--- config.mk ---
export PLATFORM = sky130hd
export DESIGN_NAME = conbus_rr
export DESIGN_NICKNAME = d
export VERILOG_FILES = /design/src/rtl/conbus_rr.sv
export SDC_FILE = /design/constraint.sdc
export NUM_CORES = 1
export LEC_CHECK = 0
export ABC_AREA = 1
export BUFFER_PORTS_ARGS = -buffer_cell sky130_fd_sc_hd__buf_2
export CORE_AREA = 2 2 226 228
export CTS_BUF_LIST = sky130_fd_sc_hd__clkbuf_8
export DETAILED_ROUTE_END_ITERATION = 12
export DIE_AREA = 0 0 228 230
export PLACE_DENSITY = 0.3
export SLEW_MARGIN = 20
export SYNTH_ARGS = -nofsm -noshare
export SYNTH_HDL_FRONTEND = slang
export SYNTH_SLANG_ARGS = --single-unit
--- constraint.sdc ---
create_clock -name sys_clk -period 3.04 [get_ports sys_clk]
set_input_delay 0.608 -clock sys_clk [delete_from_list [all_inputs] [get_ports sys_clk]]
set_output_delay 0.608 -clock sys_clk [all_outputs]
set_load 0.005 [all_outputs]
--- src/rtl/conbus_rr.sv ---
// conbus_rr: parametrised shared-bus Wishbone interconnect, NM masters to NS slaves.
// A registered round-robin arbiter picks one owner; the owner's request is
// broadcast to all slaves and cyc/stb are steered by a top-address decode.
// Accesses that hit no slave terminate with a one-cycle error pulse.
// Optional feature macro: CONBUS_RR_TIMEOUT_EN (adds a slave-ack timeout that
// terminates a stalled strobe with an error after TIMEOUT_CYCLES cycles).
module conbus_rr #(
  parameter int NM = 4,
  parameter int NS = 5,
  parameter int S_ADDR_W = 3,
  parameter logic [NS*S_ADDR_W-1:0] S_ADDRS = {3'b101, 3'b100, 3'b010, 3'b001, 3'b000},
  parameter int TIMEOUT_CYCLES = 1023
) (
  input  logic              sys_clk,
  input  logic              sys_rst,
  input  logic [NM*32-1:0]  m_dat_i,
  output logic [31:0]       m_dat_o,
  input  logic [NM*32-1:0]  m_adr_i,
  input  logic [NM*3-1:0]   m_cti_i,
  input  logic [NM-1:0]     m_we_i,
  input  logic [NM*4-1:0]   m_sel_i,
  input  logic [NM-1:0]     m_cyc_i,
  input  logic [NM-1:0]     m_stb_i,
  output logic [NM-1:0]     m_ack_o,
  output logic [NM-1:0]     m_err_o,
  input  logic [NS*32-1:0]  s_dat_i,
  output logic [31:0]       s_dat_o,
  output logic [31:0]       s_adr_o,
  output logic [2:0]        s_cti_o,
  output logic [3:0]        s_sel_o,
  output logic              s_we_o,
  output logic [NS-1:0]     s_cyc_o,
  output logic [NS-1:0]     s_stb_o,
  input  logic [NS-1:0]     s_ack_i,
  output logic [NM-1:0]     grant_o
);

  localparam int MW = (NM > 1) ? $clog2(NM) : 1;
  localparam int SW = (NS > 1) ? $clog2(NS) : 1;

  typedef enum logic {
    ST_IDLE  = 1'b0,
    ST_OWNED = 1'b1
  } state_t;

  state_t          state;
  logic [NM-1:0]   grant;
  logic [MW-1:0]   gidx;      // index of the owner; 0 while idle
  logic [MW-1:0]   ptr;       // last master granted
  logic [MW-1:0]   next_idx;
  logic            owned;
  logic            g_cyc;
  logic            g_stb;
  logic            stb_eff;
  logic            hit;
  logic [SW-1:0]   sidx;
  logic            slv_ack;
  logic            err_r;
  logic            to_hit;

  // Round-robin scan: the requester closest above the pointer (wrapping) wins.
  // Scanning from the far end down lets the nearest candidate overwrite.
  always_comb begin
    next_idx = ptr;
    for (int j = NM; j >= 1; j--) begin
      if (m_cyc_i[(int'(ptr) + j) % NM]) begin
        next_idx = MW'((int'(ptr) + j) % NM);
      end
    end
  end

  // Arbiter FSM: grant is registered, so one bubble cycle separates owners.
  always_ff @(posedge sys_clk) begin
    if (sys_rst) begin
      state <= ST_IDLE;
      grant <= '0;
      gidx  <= '0;
      ptr   <= MW'(NM - 1);
    end else begin
      case (state)
        ST_IDLE: begin
          if (|m_cyc_i) begin
            state <= ST_OWNED;
            grant <= {{(NM-1){1'b0}}, 1'b1} << next_idx;
            gidx  <= next_idx;
            ptr   <= next_idx;
          end
        end
        ST_OWNED: begin
          // Ownership lasts exactly as long as the owner's cyc, so bursts stay whole.
          if (!m_cyc_i[gidx]) begin
            state <= ST_IDLE;
            grant <= '0;
            gidx  <= '0;
          end
        end
        default: begin
          state <= ST_IDLE;
          grant <= '0;
          gidx  <= '0;
        end
      endcase
    end
  end

  assign grant_o = grant;

  // Request mux from the owner; with no owner, index 0 is muxed and cyc/stb are masked.
  always_comb begin
    owned   = (state == ST_OWNED);
    s_dat_o = m_dat_i[int'(gidx)*32 +: 32];
    s_adr_o = m_adr_i[int'(gidx)*32 +: 32];
    s_cti_o = m_cti_i[int'(gidx)*3 +: 3];
    s_sel_o = m_sel_i[int'(gidx)*4 +: 4];
    s_we_o  = m_we_i[gidx];
    g_cyc   = owned & m_cyc_i[gidx];
    g_stb   = owned & m_stb_i[gidx];
  end

  // Address decode against the packed base table; the lowest matching slave wins.
  always_comb begin
    hit  = 1'b0;
    sidx = '0;
    for (int k = NS - 1; k >= 0; k--) begin
      if (s_adr_o[31 -: S_ADDR_W] == S_ADDRS[k*S_ADDR_W +: S_ADDR_W]) begin
        hit  = 1'b1;
        sidx = SW'(k);
      end
    end
  end

  // Slave steering and response return to the owner only.
  always_comb begin
    stb_eff = g_stb & ~to_hit;
    s_cyc_o = '0;
    s_stb_o = '0;
    for (int k = 0; k < NS; k++) begin
      s_cyc_o[k] = g_cyc   & hit & (int'(sidx) == k);
      s_stb_o[k] = stb_eff & hit & (int'(sidx) == k);
    end
    slv_ack       = hit & s_ack_i[sidx];
    m_dat_o       = hit ? s_dat_i[int'(sidx)*32 +: 32] : 32'h0;
    m_ack_o       = '0;
    m_ack_o[gidx] = g_cyc & slv_ack;
    m_err_o       = '0;
    m_err_o[gidx] = err_r | to_hit;
  end

  // Unmapped-address error: one pulse per strobe, even if stb is held a cycle late.
  always_ff @(posedge sys_clk) begin
    if (sys_rst) begin
      err_r <= 1'b0;
    end else begin
      err_r <= g_cyc & g_stb & ~hit & ~err_r;
    end
  end

`ifdef CONBUS_RR_TIMEOUT_EN
  localparam int TW = ($clog2(TIMEOUT_CYCLES + 1) > 10) ? $clog2(TIMEOUT_CYCLES + 1) : 10;

  logic [TW-1:0] to_cnt;
  logic          grant_change;

  assign grant_change = ((state == ST_IDLE) & (|m_cyc_i)) |
                        ((state == ST_OWNED) & ~m_cyc_i[gidx]);
  assign to_hit       = (to_cnt == TW'(TIMEOUT_CYCLES));

  // Stall counter: runs while a mapped strobe waits for ack; the terminal
  // count fires one error pulse and restarts the count.
  always_ff @(posedge sys_clk) begin
    if (sys_rst) begin
      to_cnt <= '0;
    end else if (grant_change | slv_ack | err_r | to_hit) begin
      to_cnt <= '0;
    end else if (g_cyc & g_stb & hit) begin
      to_cnt <= to_cnt + 1'b1;
    end
  end
`else
  // Timeout disabled: a slave that never acks holds the bus. The compare is
  // constant false for any legal TIMEOUT_CYCLES.
  assign to_hit = (TIMEOUT_CYCLES < 0);
`endif

endmodule

# --- Word level (Yosys, flattened, before mapping) ---
# Cells that the tools add are included.
word_totals:
  latch_bits: 0
  mem_bits_ro: 0
  inputBits: 463
  output_inout_bits: 126
  memories: 0
  elab_cells: 117
  ramBits: 0
  ff_bits: 10
classes:
  n_eq_ne: 10
  bitwise: 28
  order_cmp: 7
  multipliers: 1
  add_sub_neg: 4
  n_shift: 6
  n_div: 0
  muxes: 46
  reduce_logical: 10
op_table:
  columns: ["op", "count"]
  rows:
  - ["$shiftx A128 B8 Y32", 2]
  - ["$shiftx A160 B9 Y32", 1]
  - ["$mux W32", 1]
  - ["$lt A3 B4 Y1 const B", 5]
  - ["$mux W1", 20]
  - ["$and A1 B1 Y1", 19]
  - ["$shiftx A16 B5 Y4", 1]
  - ["$eq A3 B3 Y1 const B", 5]
  - ["$mux W3", 5]
  - ["$bmux W1 S2", 7]
  - ["$mux W2", 6]
  - ["$shiftx A12 B5 Y3", 1]
  - ["$and A4 B4 Y4", 2]
  - ["$mux W4", 2]
  - ["$pmux W4 S2", 1]
  - ["$reduce_or A2 Y1", 4]
  - ["$eq A3 B2 Y1 const B", 2]
  - ["$logic_not A3 Y1", 2]
  - ["$add A2 B1 Y2 const B", 2]
  - ["$add A2 B2 Y2 const B", 2]
  - ["$and A1 B1 Y1 const A", 4]
  - ["$mul A2 B2 Y4 const B", 1]
  - ["$ne A2 B2 Y1 const B", 2]
  - ["$pmux W2 S2", 1]
  - ["other kinds (11)", 14]

# --- Depth between registers and ports, before layout ---
depth:
  ltp_word: 13
  ltp_mapped: 14
  depth_no_buf: 13

# --- Worst setup path before layout ---
# Ideal clock, no wire load.
synth_path:
  path_kind: "input to output"
  start: "in m_adr_i[126]"
  end: "out m_dat_o[10]"
  slack_ns: 0.707
  required_ns: 2.432
  path_buffers: 2
  path_stages: 9
  t_arrival_ns: 1.725
  path_cell_list: "nand3_1 > nand2_1 > nor2_4 > nand2_2 > nor2_1 > inv_2 > buf_4 > buf_2 > a21oi_2"
synth_via:
  elab_chain_len: 9
  elab_cells_between_ends: 18
  classes_between: "eq/ne: 4; shift: 2; mux: 11; reduce/logical: 1"
synth_lines:
  columns: ["element", "line_no", "source"]
  rows:
  - ["start, declared", "18", "input logic [NM*32-1:0] m_adr_i,"]
  - ["$shiftx A128 B8 Y32 *", "112", "s_adr_o = m_adr_i[int'(gidx)*32 +: 32];"]
  - ["$eq A3 B3 Y1", "125", "if (s_adr_o[31 -: S_ADDR_W] == S_ADDRS[k*S_ADDR_W +: S_ADDR_W]) begin"]
  - ["$mux W3 (5 in a row)", "125", null]
  - ["$shiftx A160 B9 Y32", "142", "m_dat_o = hit ? s_dat_i[int'(sidx)*32 +: 32] : 32'h0;"]
  - ["$mux W32 *", "142", null]
  - ["end, declared", "17", "output logic [31:0] m_dat_o,"]
# Every way passes the cells marked *; elsewhere a longest branch is shown, timed or not.

# --- Worst setup path in the final report ---
layout_path:
  start: "reg gidx[0]"
  end: "out s_cyc_o[0]"
layout_via:
  elab_chain_len: 9
  elab_cells_between_ends: 22
  classes_between: "eq/ne: 4; shift: 1; mux: 12; bitwise: 3; reduce/logical: 2"
layout_lines:
  columns: ["element", "line_no", "source"]
  rows:
  - ["start, declared", "48", "logic [MW-1:0] gidx;"]
  - ["start signal, assigned", "85", "gidx <= next_idx;"]
  - ["$shiftx A128 B8 Y32", "112", null]
  - ["$eq A3 B3 Y1", "125", null]
  - ["$mux W3 or $mux W1 (tied branches) (5 in a row)", "125", null]
  - ["$logic_not A3 Y1 or $and A1 B1 Y1 (tied branches)", "138", "s_cyc_o[k] = g_cyc & hit & (int'(sidx) == k);"]
  - ["$and A1 B1 Y1 *", "138", null]
  - ["end, declared", "32", "output logic [NS-1:0] s_cyc_o,"]
# Every way passes the cells marked *; elsewhere a longest branch is shown, timed or not. The select of a mux whose other input is x is not followed.

==> impl_results.md <==
- Worst Hold Class: reg2reg
- Global route overflow: 0
- DRC: 0
- Worst-path maximum fanout: 8
- Die area: between 50000 and 60000 µm²
- Worst R2R Setup Slack: between 1 and 1.5 ns
- Drt pass-1 iters: 5
- Slew Viols, Final: 0
- Finish-stage setup viols: 0
- Path depth of the worst reg2reg path: 10
- DRT iter0 DRCs: 422
- Share of post-route cells with drive strength above 1: 0.497
- HP Start: grant_o[2]
- Avg Cell Area, Syn: 5.10 µm²
- CTS sink cnt: 10
- Post-route minimum period: between 2 and 3 ns
- I/O pins: 589
- Gr usage total: 0.163
- Placed insts: between 2000 and 2500
- Outcome: finished clean
- Largest delay share family, worst path: simple AND/OR/NAND/NOR gates
- Non-filler cells, final: between 2000 and 2500
- Critical R2R Launch: gidx[0]
- Startpoint class of the critical path: register
- Syn Nets: between 1000 and 1500
- Post-Syn Area: roughly 4100 µm²
- Filler Cell Count: 6053
- First-pass GRT wire length: about 62000 µm
- Synth top area share: 0.284
- Clock latency on the worst-skew pair: 0.24 ns
- Yosys warns: 0
- Max_cap viols: 0
- #FFs+latches synth: 10
- Via count: between 8000 and 9000
- Starting Density: 0.0818
- FP Rows: 82
- Area leader, netlist: nand3_1
- Register area share after synthesis: 0.0491
- Via/cell ratio: 4.09
- Area growth syn-to-layout: 99.8%
- CP max stage cell: dfxtp_4
- Vias in the first global route: between 8000 and 9000
- Num CTS Buffers: 3
- Rel. slew slack: 0.487
- Largest stage delay, worst path: between 0.3 and 0.4 ns
- Req. time, crit path: about 2.4 ns
- Clock-pin transition on the worst setup and hold timing paths: approximately 0.05 ns
- Nets: roughly 1800
- Worst r2r dst: grant_o[3]
- Top FF cell, synth: dfxtp_1
- Hold depth: 2
- Critical Path AT: between 2 and 2.5 ns
- Fin. Hold Viols: 0
- Unique masters post-synth: 32
- DP Area: 7840 µm²
- Asr flop ratio synth: 0
- Clock skew: around 0.0019 ns
- Overall power: between 7000 and 8000 µW
- Crit end category: output pin
- Core footprint: around 50000 µm²
- Unrepaired setup endpoints after global routing: yes
- GP Congestion: around 0.97
- Routed Antenna Nets: 0
- CTS H-tree depth: 1
- Count leader, synth: nand3_1
- Post-DP HPWL: about 39000 µm
- Cell Chain, Critical Path: buf_4 > nand3_1 > nand2_1 > nor2_4 > buf_4 > o21ai_1 > nand2_1 > nand2_1 > buf_4 > or3_4 > inv_1 > buf_2
- Final Cell Area: just over 8000 µm²
- Hold Path Sink: grant_o[2]
- Worst slew pin tran: ~0.77 ns
- Count of buffers from port buffering: 588
- Die H: ~230 µm
- Chip width: ~230 µm
- Crit share post-route: 0.955
- Post-Syn Instances: ~800
- Power Density: roughly 900 nW/µm²
- Fin Hold WS: 0.465 ns
- Commonest cells post-synth: nand3_1, nand2_1, nor2_1
- WL per Instance: around 22 µm
- Worst path bufs/invs: 5
- Initial antenna violation count: between 40 and 50
- Clock buffer depth: 2
- Routed WL: 45800 µm
- Largest net degree at the start of global routing: 140
- Worst vdd ir: 0.000332 V
- Setup CP Type: reg2out
- Leakage power: 0.00432 µW
- Hold Buf Count CTS: 0
- Post-synth EDFFs: 0
- CTS tree: built
- Core Util, Final: 0.163
- Fmax: between 300 and 400 MHz
- Synth top area cells: nand3_1, a22oi_1, nand2_1
- Root Buffer: clkbuf_8
area by class of cell:
class | instances | area, µm² | share of cell area
multi-input cells | 671 | 3450 | 0.423
repair buffers | 627 | 3390 | 0.416
well taps | 672 | 841 | 0.103
flip-flops and latches | 10 | 208 | 0.0255
inverters | 48 | 185 | 0.0227
clock buffers | 3 | 41.3 | 0.00507
diodes | 14 | 35.0 | 0.00430
clock inverters | 1 | 3.75 | 0.000461
registers in the layout, summed over array words and instances (netlist names):
signal / count
err_r: 1
gidx: 2
grant_o: 4
owned: 1
ptr: 2
worst register-to-register path, cell delays in order, from the launching register on:
cell and delay [ns]:
dfxtp_4 0.38, buf_4 0.17, nand2_1 0.18, inv_2 0.08
a22oi_1 0.14, o211ai_1 0.14, nand2_1 0.15, buf_4 0.20
o21ai_2 0.13, a21oi_1 0.15, nor2_1 0.05
routing by layer:
metal | global-route usage | vias to the layer above | routed length (µm)
met5 | 0 | - | 159
li1 | - | 3936 | -
met1 | 0.167 | 3858 | 16300
met4 | 0.0408 | 26 | 958
met2 | 0.325 | 464 | 24900
met3 | 0.0432 | 88 | 3430
cell families (layout without fill, tap and decap cells):
family                 count (synthesis)  count (layout)  synth area share
AOI/OAI and AO/OA                    150             150             0.242
buffers and inverters                118             679             0.126
DFF                                   10              10            0.0491
other                                  0              14                 0
and+or+nand+nor                      521             521             0.583
cells in the final DEF, fill, tap and decap left out, drive strengths merged:
cell type	synthesis	final
buf	29	625
nand3	234	234
nand2	124	124
nor2	121	121
a22oi	69	69
inv	48	47
o21ai	39	39
nor3	34	34
a21oi	31	31
diode	0	14
dfxtp	10	10
o22ai	6	6
clkbuf	41	5
o211ai	3	3
nand4	3	3
nand3b	2	2
clkinv	0	2
or2	1	1
o221ai	1	1
a22o	1	1
or3	1	1
nor4	1	1
stage by stage:
step | worst slack (ns) | setup TNS, ns
after CTS | 0.0174 | 0
after detailed placement | 0.0328 | 0
final | 0.136 | 0
after global placement | 0.0299 | 0
after floorplan | 0.707 | 0
after global routing | -0.0704 | -0.204
worst max-delay path by stage:
stage / startpoint / to / slack [ns] / depth (start not counted)
after floorplan: m_adr_i[126] / m_dat_o[10] / 0.71 / 9
after global placement: gidx[0] / s_cyc_o[0] / 0.03 / 12
after detailed placement: gidx[0] / m_dat_o[3] / 0.03 / 13
after CTS: gidx[0] / m_dat_o[24] / 0.02 / 13
after global routing: gidx[0] / s_cyc_o[0] / -0.07 / 12
final: gidx[0] / s_cyc_o[0] / 0.14 / 12
where the power goes:
part           switching (µW)  leakage, µW  total [µW]  internal (µW)
Clock                    56.4    0.0000232         145           88.9
Sequential               68.1    0.0000837         263            195
Combinational            4410      0.00422        7100           2690
Total                    4530      0.00432        7510           2970
what timing repair did:
| item | in CTS | in global routing |
|---|---|---|
| pin swaps | 1 | 7 |
| gates resized for setup | 5 | 14 |
| cloned | 0 | 2 |
| setup buffers | 8 | 3 |
| endpoints found under the setup margin | 38 | 20 |
(Power assumes the default switching activity.)
